## src/rtl/teclado_pkg.sv

```systemverilog
// Shared types and defaults for the keypad scanner.
// Holds the scanner state enum and the row-pattern helpers.
package teclado_pkg;

  localparam int SCAN_CYCLES_DEF     = 1000;
  localparam int DEBOUNCE_CYCLES_DEF = 10000;

  localparam logic [3:0] FILAS_REPOSO = 4'b1111;

  typedef enum logic [1:0] {
    ESCANEO    = 2'd0,
    VALIDANDO  = 2'd1,
    PRESIONADA = 2'd2,
    LIBERANDO  = 2'd3
  } estado_t;

  // True when exactly one row is pulled low.
  function automatic logic una_fila_baja(input logic [3:0] filas);
    return (filas == 4'b1110) || (filas == 4'b1101) ||
           (filas == 4'b1011) || (filas == 4'b0111);
  endfunction

  function automatic logic [1:0] indice_fila(input logic [3:0] filas);
    logic [1:0] idx;
    idx = 2'd0;
    case (filas)
      4'b1101: idx = 2'd1;
      4'b1011: idx = 2'd2;
      4'b0111: idx = 2'd3;
      default: idx = 2'd0;
    endcase
    return idx;
  endfunction

endpackage

```

## src/rtl/barrido_teclado_sincronizador.sv

```systemverilog
// Multi-stage flop synchronizer for asynchronous inputs.
// Resets to all-ones so idle pulled-up rows read as "no key".
module sincronizador #(
  parameter int ANCHO  = 4,
  parameter int ETAPAS = 2
) (
  input  logic             clk_i,
  input  logic             reset_i,
  input  logic [ANCHO-1:0] d_i,
  output logic [ANCHO-1:0] q_o
);

  logic [ETAPAS-1:0][ANCHO-1:0] etapas_q, etapas_d;

  always_comb begin
    etapas_d    = etapas_q;
    etapas_d[0] = d_i;
    for (int i = 1; i < ETAPAS; i++) etapas_d[i] = etapas_q[i-1];
  end

  always_ff @(posedge clk_i or negedge reset_i) begin
    if (!reset_i) etapas_q <= '1;
    else          etapas_q <= etapas_d;
  end

  assign q_o = etapas_q[ETAPAS-1];

endmodule

```

## src/rtl/barrido_teclado.sv

```systemverilog
// 4x4 keypad column scanner with press/release debounce.
// state      | meaning
// ESCANEO    | driving columns in turn, sampling rows at end of each slot
// VALIDANDO  | single key seen, counting stable cycles before accepting
// PRESIONADA | key accepted, column frozen, waiting for all rows high
// LIBERANDO  | rows high, counting stable cycles before re-arming
module barrido_teclado
  import teclado_pkg::*;
#(
  parameter int SCAN_CYCLES     = SCAN_CYCLES_DEF,
  parameter int DEBOUNCE_CYCLES = DEBOUNCE_CYCLES_DEF
) (
  input  logic       clk_i,
  input  logic       reset_i,
  input  logic [3:0] filas_i,
  output logic [3:0] columnas_o,
  output logic [1:0] cuenta_o,
  output logic [3:0] pulso_teclas_o,
  output logic       tecla_presionada_o,
  output logic [3:0] dato_o
);

  localparam int SW = (SCAN_CYCLES > 1) ? $clog2(SCAN_CYCLES) : 1;
  localparam int DW = $clog2(DEBOUNCE_CYCLES + 1);
  localparam logic [SW-1:0] SLOT_ULT = SW'(SCAN_CYCLES - 1);
  localparam logic [DW-1:0] DEB_ULT  = DW'(DEBOUNCE_CYCLES - 1);

  logic [3:0]    filas_s;
  estado_t       estado_q, estado_d;
  logic [1:0]    cuenta_q, cuenta_d;
  logic [SW-1:0] slot_q, slot_d;
  logic [DW-1:0] deb_q, deb_d;
  logic [3:0]    patron_q, patron_d;
  logic [3:0]    pulso_q, pulso_d;
  logic          tecla_q, tecla_d;
  logic [3:0]    dato_q, dato_d;

  sincronizador #(.ANCHO(4), .ETAPAS(2)) u_sinc (
    .clk_i   (clk_i),
    .reset_i (reset_i),
    .d_i     (filas_i),
    .q_o     (filas_s)
  );

  always_comb begin
    estado_d = estado_q;
    cuenta_d = cuenta_q;
    slot_d   = slot_q;
    deb_d    = deb_q;
    patron_d = patron_q;
    pulso_d  = '0;
    tecla_d  = tecla_q;
    dato_d   = dato_q;
    case (estado_q)
      ESCANEO: begin
        if (slot_q == SLOT_ULT) begin
          slot_d = '0;
          if (filas_s == FILAS_REPOSO) begin
            cuenta_d = cuenta_q + 2'd1;
          end else begin
            patron_d = filas_s;
            deb_d    = '0;
            estado_d = VALIDANDO;
          end
        end else begin
          slot_d = slot_q + 1'b1;
        end
      end
      VALIDANDO: begin
        if ((filas_s == patron_q) && una_fila_baja(filas_s)) begin
          deb_d = deb_q + 1'b1;
          // Accept on the Nth matching cycle so the pulse lands N cycles after entry.
          if (deb_q == DEB_ULT) begin
            estado_d = PRESIONADA;
            pulso_d  = ~filas_s;
            dato_d   = {indice_fila(filas_s), cuenta_q};
            tecla_d  = 1'b1;
          end
        end else begin
          estado_d = ESCANEO;
          cuenta_d = cuenta_q + 2'd1;
          slot_d   = '0;
        end
      end
      PRESIONADA: begin
        if (filas_s == FILAS_REPOSO) begin
          deb_d    = '0;
          estado_d = LIBERANDO;
        end
      end
      LIBERANDO: begin
        if (filas_s == FILAS_REPOSO) begin
          deb_d = deb_q + 1'b1;
          if (deb_q == DEB_ULT) begin
            estado_d = ESCANEO;
            tecla_d  = 1'b0;
            cuenta_d = cuenta_q + 2'd1;
            slot_d   = '0;
            deb_d    = '0;
          end
        end else begin
          estado_d = PRESIONADA;
        end
      end
      default: estado_d = ESCANEO;
    endcase
  end

  always_ff @(posedge clk_i or negedge reset_i) begin
    if (!reset_i) begin
      estado_q <= ESCANEO;
      cuenta_q <= '0;
      slot_q   <= '0;
      deb_q    <= '0;
      patron_q <= FILAS_REPOSO;
      pulso_q  <= '0;
      tecla_q  <= 1'b0;
      dato_q   <= '0;
    end else begin
      estado_q <= estado_d;
      cuenta_q <= cuenta_d;
      slot_q   <= slot_d;
      deb_q    <= deb_d;
      patron_q <= patron_d;
      pulso_q  <= pulso_d;
      tecla_q  <= tecla_d;
      dato_q   <= dato_d;
    end
  end

  assign columnas_o         = ~(4'b0001 << cuenta_q);
  assign cuenta_o           = cuenta_q;
  assign pulso_teclas_o     = pulso_q;
  assign tecla_presionada_o = tecla_q;
  assign dato_o             = dato_q;

endmodule
```

## config.mk

```make
export PLATFORM = sky130hd
export DESIGN_NAME = barrido_teclado
export DESIGN_NICKNAME = d
export VERILOG_FILES = /design/src/rtl/teclado_pkg.sv /design/src/rtl/barrido_teclado_sincronizador.sv /design/src/rtl/barrido_teclado.sv
export SDC_FILE = /design/constraint.sdc
export NUM_CORES = 1
export LEC_CHECK = 0
export BUFFER_PORTS_ARGS = -buffer_cell sky130_fd_sc_hd__buf_4
export CAP_MARGIN = 20
export CELL_PAD_IN_SITES_DETAIL_PLACEMENT = 0
export CELL_PAD_IN_SITES_GLOBAL_PLACEMENT = 1
export CORE_MARGIN = 2
export CORE_UTILIZATION = 30
export CTS_BUF_LIST = sky130_fd_sc_hd__clkbuf_8
export DETAILED_ROUTE_END_ITERATION = 7
export GPL_ROUTABILITY_DRIVEN = 1
export PLACE_DENSITY_LB_ADDON = 0.1
export RECOVER_POWER = 25
export SLEW_MARGIN = 25
export SYNTH_ARGS = -nofsm -noshare
export SYNTH_HDL_FRONTEND = slang
export SYNTH_HIERARCHICAL = 1
export SYNTH_SLANG_ARGS = --single-unit
```

## constraint.sdc

```tcl
create_clock -name clk_i -period 4.4 [get_ports clk_i]
set_input_delay 0.44 -clock clk_i [delete_from_list [all_inputs] [get_ports clk_i]]
set_output_delay 0.44 -clock clk_i [all_outputs]
set_load 0.02 [all_outputs]
```

Word-level counts from Yosys, hierarchy flattened

Index checks and enable logic that the tools add are counted.

Register bits after elaboration: 49
Logic and storage cells: 88
Input port bits: 6
Output and inout bits: 15

$add $sub $neg: 3
Eq/ne operators: 22
Muxes and demuxes: 35
Bitwise operators: 3
Shift operators: 1
Reduce and logical (&&, ||, !) cells: 14

Operators with widths:

| cell                                                            | count |
|---|---|
| 14-bit 2-to-1 mux                                               | 6 |
| 14-bit case mux with 4 select lines                             | 1 |
| 10-bit 2-to-1 mux                                               | 4 |
| 10-bit case mux with 3 select lines                             | 1 |
| 2-bit 2-to-1 mux                                                | 12 |
| 2-bit inequality test, second input constant                    | 9 |
| 4-bit == test, second input constant                            | 4 |
| 5-bit AND reduction                                             | 3 |
| 14-bit by 1-bit adder with 14-bit output, second input constant | 1 |
| 14-bit == test, second input constant                           | 1 |
| 4-bit 2-to-1 mux                                                | 3 |
| 2-bit case mux with 3 select lines                              | 2 |
| 10-bit by 1-bit adder with 10-bit output, second input constant | 1 |
| 10-bit == test, second input constant                           | 1 |
| 4-bit inverter                                                  | 2 |
| 2-bit case mux with 4 select lines                              | 1 |
| 3-bit inequality test, second input constant                    | 2 |
| 3-bit AND reduction                                             | 2 |
| 6-bit AND reduction                                             | 1 |
| 2-bit == test, second input constant                            | 2 |
| 4-bit by 3-bit == test with 1-bit output, second input constant | 1 |
| 4-bit == test                                                   | 1 |
| 1-bit 2-to-1 mux                                                | 4 |
| 4-bit AND reduction                                             | 1 |
| 10 further kinds                                                | 12 |

Depth between registers and ports, before layout

Depth in word-level cells: 7
Gate-level depth with buffers: 8
Depth with buffers taken out: 6

Hierarchy

The synthesis kept the hierarchy.

By module, submodules not included:

| module          | instances | sequential area each (µm²) | cells an instance | area each (µm²) |
|---|---|---|---|---|
| barrido_teclado | 1         | 1031.0                     | 230               | 2304.7 |
| sincronizador   | 1         | 210.2                      | 8                 | 210.2 |

Least setup slack after synthesis

OpenSTA, ideal clock, no wires.

Kind: register to register
Start point: register deb_q[5]
End point: register slot_q[8]
Period minus slack after synthesis: 2259 ps
Path buffers: 0
Arrival time: 2133 ps
Path slack: 2141 ps
Setup time: 126 ps
Stages on the path, launching flop included: 6
Data required time: 4274 ps
Cell sequence: dfrtp_1 -> or4b_4 -> nor4_4 -> nand3_2 -> a21bo_1 -> a221o_1

Word-level cells in the longest chain between the ends: 3

Ends and longest elaborated chain:

| element                                | RTL line               | text |
|---|---|---|
| from (decl)                            | barrido_teclado.sv:32  | `logic [DW-1:0] deb_q, deb_d;` |
| from (signal assigned)                 | barrido_teclado.sv:114 | `deb_q <= '0;` |
| from (signal assigned)                 | barrido_teclado.sv:123 | `deb_q <= deb_d;` |
| 14-bit == test                         | barrido_teclado.sv:94  | `if (deb_q == DEB_ULT) begin` |
| 2-bit inequality test (no source line) | -                      |  |
| 4-bit AND reduction (no source line)   | -                      |  |
| to (signal assigned)                   | barrido_teclado.sv:122 | `slot_q <= slot_d;` |
| to (decl)                              | barrido_teclado.sv:31  | `logic [SW-1:0] slot_q, slot_d;` |

No other way between the ends.
A chain may end at the register's enable or synchronous reset.

Worst setup path in the final report

Start point: register u_sinc.etapas_q, in the netlist u_sinc/q_o[1]
End point: register deb_q[6]

Word-level cells in the longest chain between the ends: 7
Elaborated cells between the ends (all ways): 15
Those cells by class: eq/ne: 10; reduce/logical: 5

Ends and longest elaborated chain:

| element                                  | RTL line                            | text |
|---|---|---|
| from (decl)                              | barrido_teclado_sincronizador.sv:13 | `logic [ETAPAS-1:0][ANCHO-1:0] etapas_q, etapas_d;` |
| from (signal assigned)                   | barrido_teclado_sincronizador.sv:23 | `else etapas_q <= etapas_d;` |
| 4-bit == test                            | teclado_pkg.sv:19                   | `return (filas == 4'b1110) \|\| (filas == 4'b1101) \|\|` |
| 1-bit logical OR (2 in series)           | teclado_pkg.sv:19                   |  |
| 1-bit logical OR                         | teclado_pkg.sv:20                   | `(filas == 4'b1011) \|\| (filas == 4'b0111);` |
| 1-bit logical AND                        | barrido_teclado.sv:70               | `if ((filas_s == patron_q) && una_fila_baja(filas_s)) begin` |
| 2-bit inequality test (no source line)   | -                                   |  |
| 5-bit AND reduction (no source line) (*) | -                                   |  |

Mark *: on every way between the ends. The rest lies on a longest branch, timed or not.

==> flow_metrics.tcl <==
set metrics [dict create \
    outcome "complete, but fails checks" \
    violations "capacitance limit, slew limit" \
    fp.dieW_um 95.6 \
    path_cells "xor2_1, nor4_2, nand3_1, and2_1, o41ai_1" \
    crit_fanout 20 \
    grt_pass1_vias 1804 \
    slowest_delay_ns 0.64 \
    cts_made_buffers 5 \
    cts_resized 0 \
    synthFlopType "dfrtp_1" \
    synth-seq-cells 49 \
    cap_violations 1 \
    power.density_nw_per_um2 270 \
    io_buffer_count 20 \
    skew_ns 0.00660 \
    dr.pass1.iters 4 \
    grt_pass1_wl_mm 9.45 \
    ys_types 56 \
    clock.fmax_ghz 0.360 \
    cts_sinks 49 \
    ant_nets 0 \
    cts_max_level 2 \
    min-delay-path-class "primary input to flip-flop" \
    core_um2 8180 \
    hold_viol 0 \
    grt_max_degree 50 \
    gr-total-overflow 0 \
    nets 264 \
    critPathLaunchType "flip-flop" \
    antenna_found_initial 0 \
    fin_crit_sh_pct 63.1 \
    viasPerCell 5.19 \
    track_usage_pct 13.1 \
    slew_headroom_pct -76.7 \
    period_needed_ns 2.78 \
    crit_path_end_kind "flip-flop" \
    holdWs_ns 0.230 \
    start_util_pct 30.8 \
    yosys_warnings 6 \
    worstPathArrival_ns 2.98 \
    seq_area_frac_synth_pct 49.4 \
    wl_per_cell_um 14.9 \
    critical-path-top-delay-family "simple AND/OR/NAND/NOR gates" \
    power.static_leakage_nw 1.28 \
    ys_top_cells_by_area "dfrtp_1 (37%), dfstp_2 (13%), a22o_1 (3.1%)" \
    cts_setup_buffers 0 \
    cp_num_buf_inv 0 \
    rows 33 \
    finalSetupViolations 0 \
    wirelength_mm 5.35 \
    die_area_um2 9130 \
    netlist_area_um2 2510 \
    area_growth_pct 12.9 \
    worst_skew_pair.late_latency_ns 0.30 \
    clockBufferDepth 2 \
    synth_largest_area_cell "dfrtp_1" \
    diodes 0 \
    cp.required_ns 4.60 \
    slowest_stage "nand3_1" \
    async_reset_ff_share_pct 100 \
    cts_root_buffer "clkbuf_8" \
    cts.reportedPaths.clkPinSlew_ns 0.10 \
    synth_top_area_share_pct 36.8 \
    crit_type "flip-flop to flip-flop" \
    grt_setup_unrepaired "no" \
    gp_congestion 0.699 \
    vdd_ir_drop_max_uv 145 \
    hpwl_mm 3.62 \
    synthCells 238 \
    synth.avg_cell_area_um2 10.6 \
    setup_tns_ns 0 \
    finalMaxSlewViolations 50 \
    postCtsHoldBufs 0 \
    synth_most_common_cell "dfrtp_1" \
    ios 21 \
    worst_pin_slew_ns 2.65 \
    synth_edf_count 0 \
    drtIter0Drc 110 \
    die-height_um 95.6 \
    syn-num-nets 250 \
    drc 0 \
    vias 1858 \
    cts_tree "done" \
    ys_top_cells_by_count "dfrtp_1 (37), nor2_1 (15), nand2_1 (13), clkbuf_1 (12), dfstp_2 (12)" \
    layout-drive-gt1-share_pct 21.3 \
]
kinds of logic (layout without fill, tap and decap cells):
group | count (synthesis) | in the layout | share of synthesized area, %
AO/OA/AOI/OAI | 64 | 64 | 18.6
flip-flops | 49 | 49 | 49.4
buffers and inverters | 22 | 37 | 3.33
XOR/XNOR | 7 | 7 | 2.44
adder cells (fa/ha/maj) | 6 | 6 | 2.98
multiplexers | 7 | 7 | 3.08
AND/OR/NAND/NOR | 83 | 83 | 20.2
cell usage in the layout, fill, tap and decap left out, drive strengths merged, types with 10 or more instances in the layout:
cell    Yosys  routed
nand2      13      13
nor2       15      15
buf         1      15
dfstp      12      12
dfrtp      37      37
a31oi      10      10
clkbuf     12      10
and3       11      11
nand3      12      12
inv         9      12
cell type report:
| class | count | area, µm² |
|---|---|---|
| Multi-Input combinational cell | 167 | 1190 |
| Inverter | 9 | 33.8 |
| Tap cell | 105 | 131 |
| Sequential cell | 49 | 1240 |
| Clock inverter | 3 | 23.8 |
| Timing Repair Buffer | 20 | 146 |
| Fill cell | 834 | 5340 |
| Clock buffer | 5 | 68.8 |
worst reg2reg max path: cells and delay by family (launching register included):
kind / cells / cell delay [ns]
AOI/OAI and AO/OA: 1 / 0.33
DFF: 1 / 0.62
xor gates and xnor gates: 1 / 0.10
and+or+nand+nor: 3 / 1.62
final timing paths:
check | from | end | slack (ns) | depth (start not counted)
min in group asynchronous | reset_i | slot_q[3]$_DFFE_PN0P_ | 0.96 | 1
max in group asynchronous | reset_i | deb_q[11]$_DFFE_PN0P_ | 1.93 | 1
min | filas_i[1] | u_sinc/etapas_d[5]$_DFF_PN1_ | 0.23 | 1
max reg2reg | u_sinc/q_o[1]$_DFF_PN1_ | deb_q[6]$_DFFE_PN0P_ | 1.62 | 5
min reg2reg | u_sinc/etapas_d[7]$_DFF_PN1_ | u_sinc/q_o[3]$_DFF_PN1_ | 0.36 | 0
max | u_sinc/q_o[1]$_DFF_PN1_ | deb_q[6]$_DFFE_PN0P_ | 1.62 | 5
sequential cells by signal, indices dropped and copies added, names as in the netlist:
| name | cells |
|---|---|
| dato_o | 4 |
| cuenta_o | 2 |
| pulso_teclas_o | 4 |
| u_sinc/etapas_d | 4 |
| u_sinc/q_o | 4 |
| slot_q | 10 |
| patron_q | 4 |
| estado_q | 2 |
| tecla_presionada_o | 1 |
| deb_q | 14 |
stage by stage:
step	power, mW	worst slack [ns]	instance area [µm²]	utilization [%]	instances
floorplan	0.476	2.14	2510	-	238
global placement	0.491	1.65	2750	33.6	350
detailed placement	0.491	1.59	2750	33.7	350
CTS	0.783	1.55	2840	34.8	358
global route	0.804	1.26	2840	34.7	358
finish	0.766	1.62	2840	34.7	358
layer usage:
layer | wire length [µm] | track usage (%) | up-vias
met2 | 2370 | 19.1 | 20
met5 | 0 | 0 | -
met3 | 115 | 2.61 | 4
li1 | - | - | 910
met4 | 48 | 3.57 | 0
met1 | 2810 | 19.8 | 924
where the power goes:
part	total, mW	switching, mW	internal (mW)
Combinational	0.0186	0.0133	0.00531
Clock	0.285	0.168	0.117
Sequential	0.462	0.00478	0.457
Total	0.766	0.186	0.580
No activity file was read; power rests on OpenSTA's default activity.
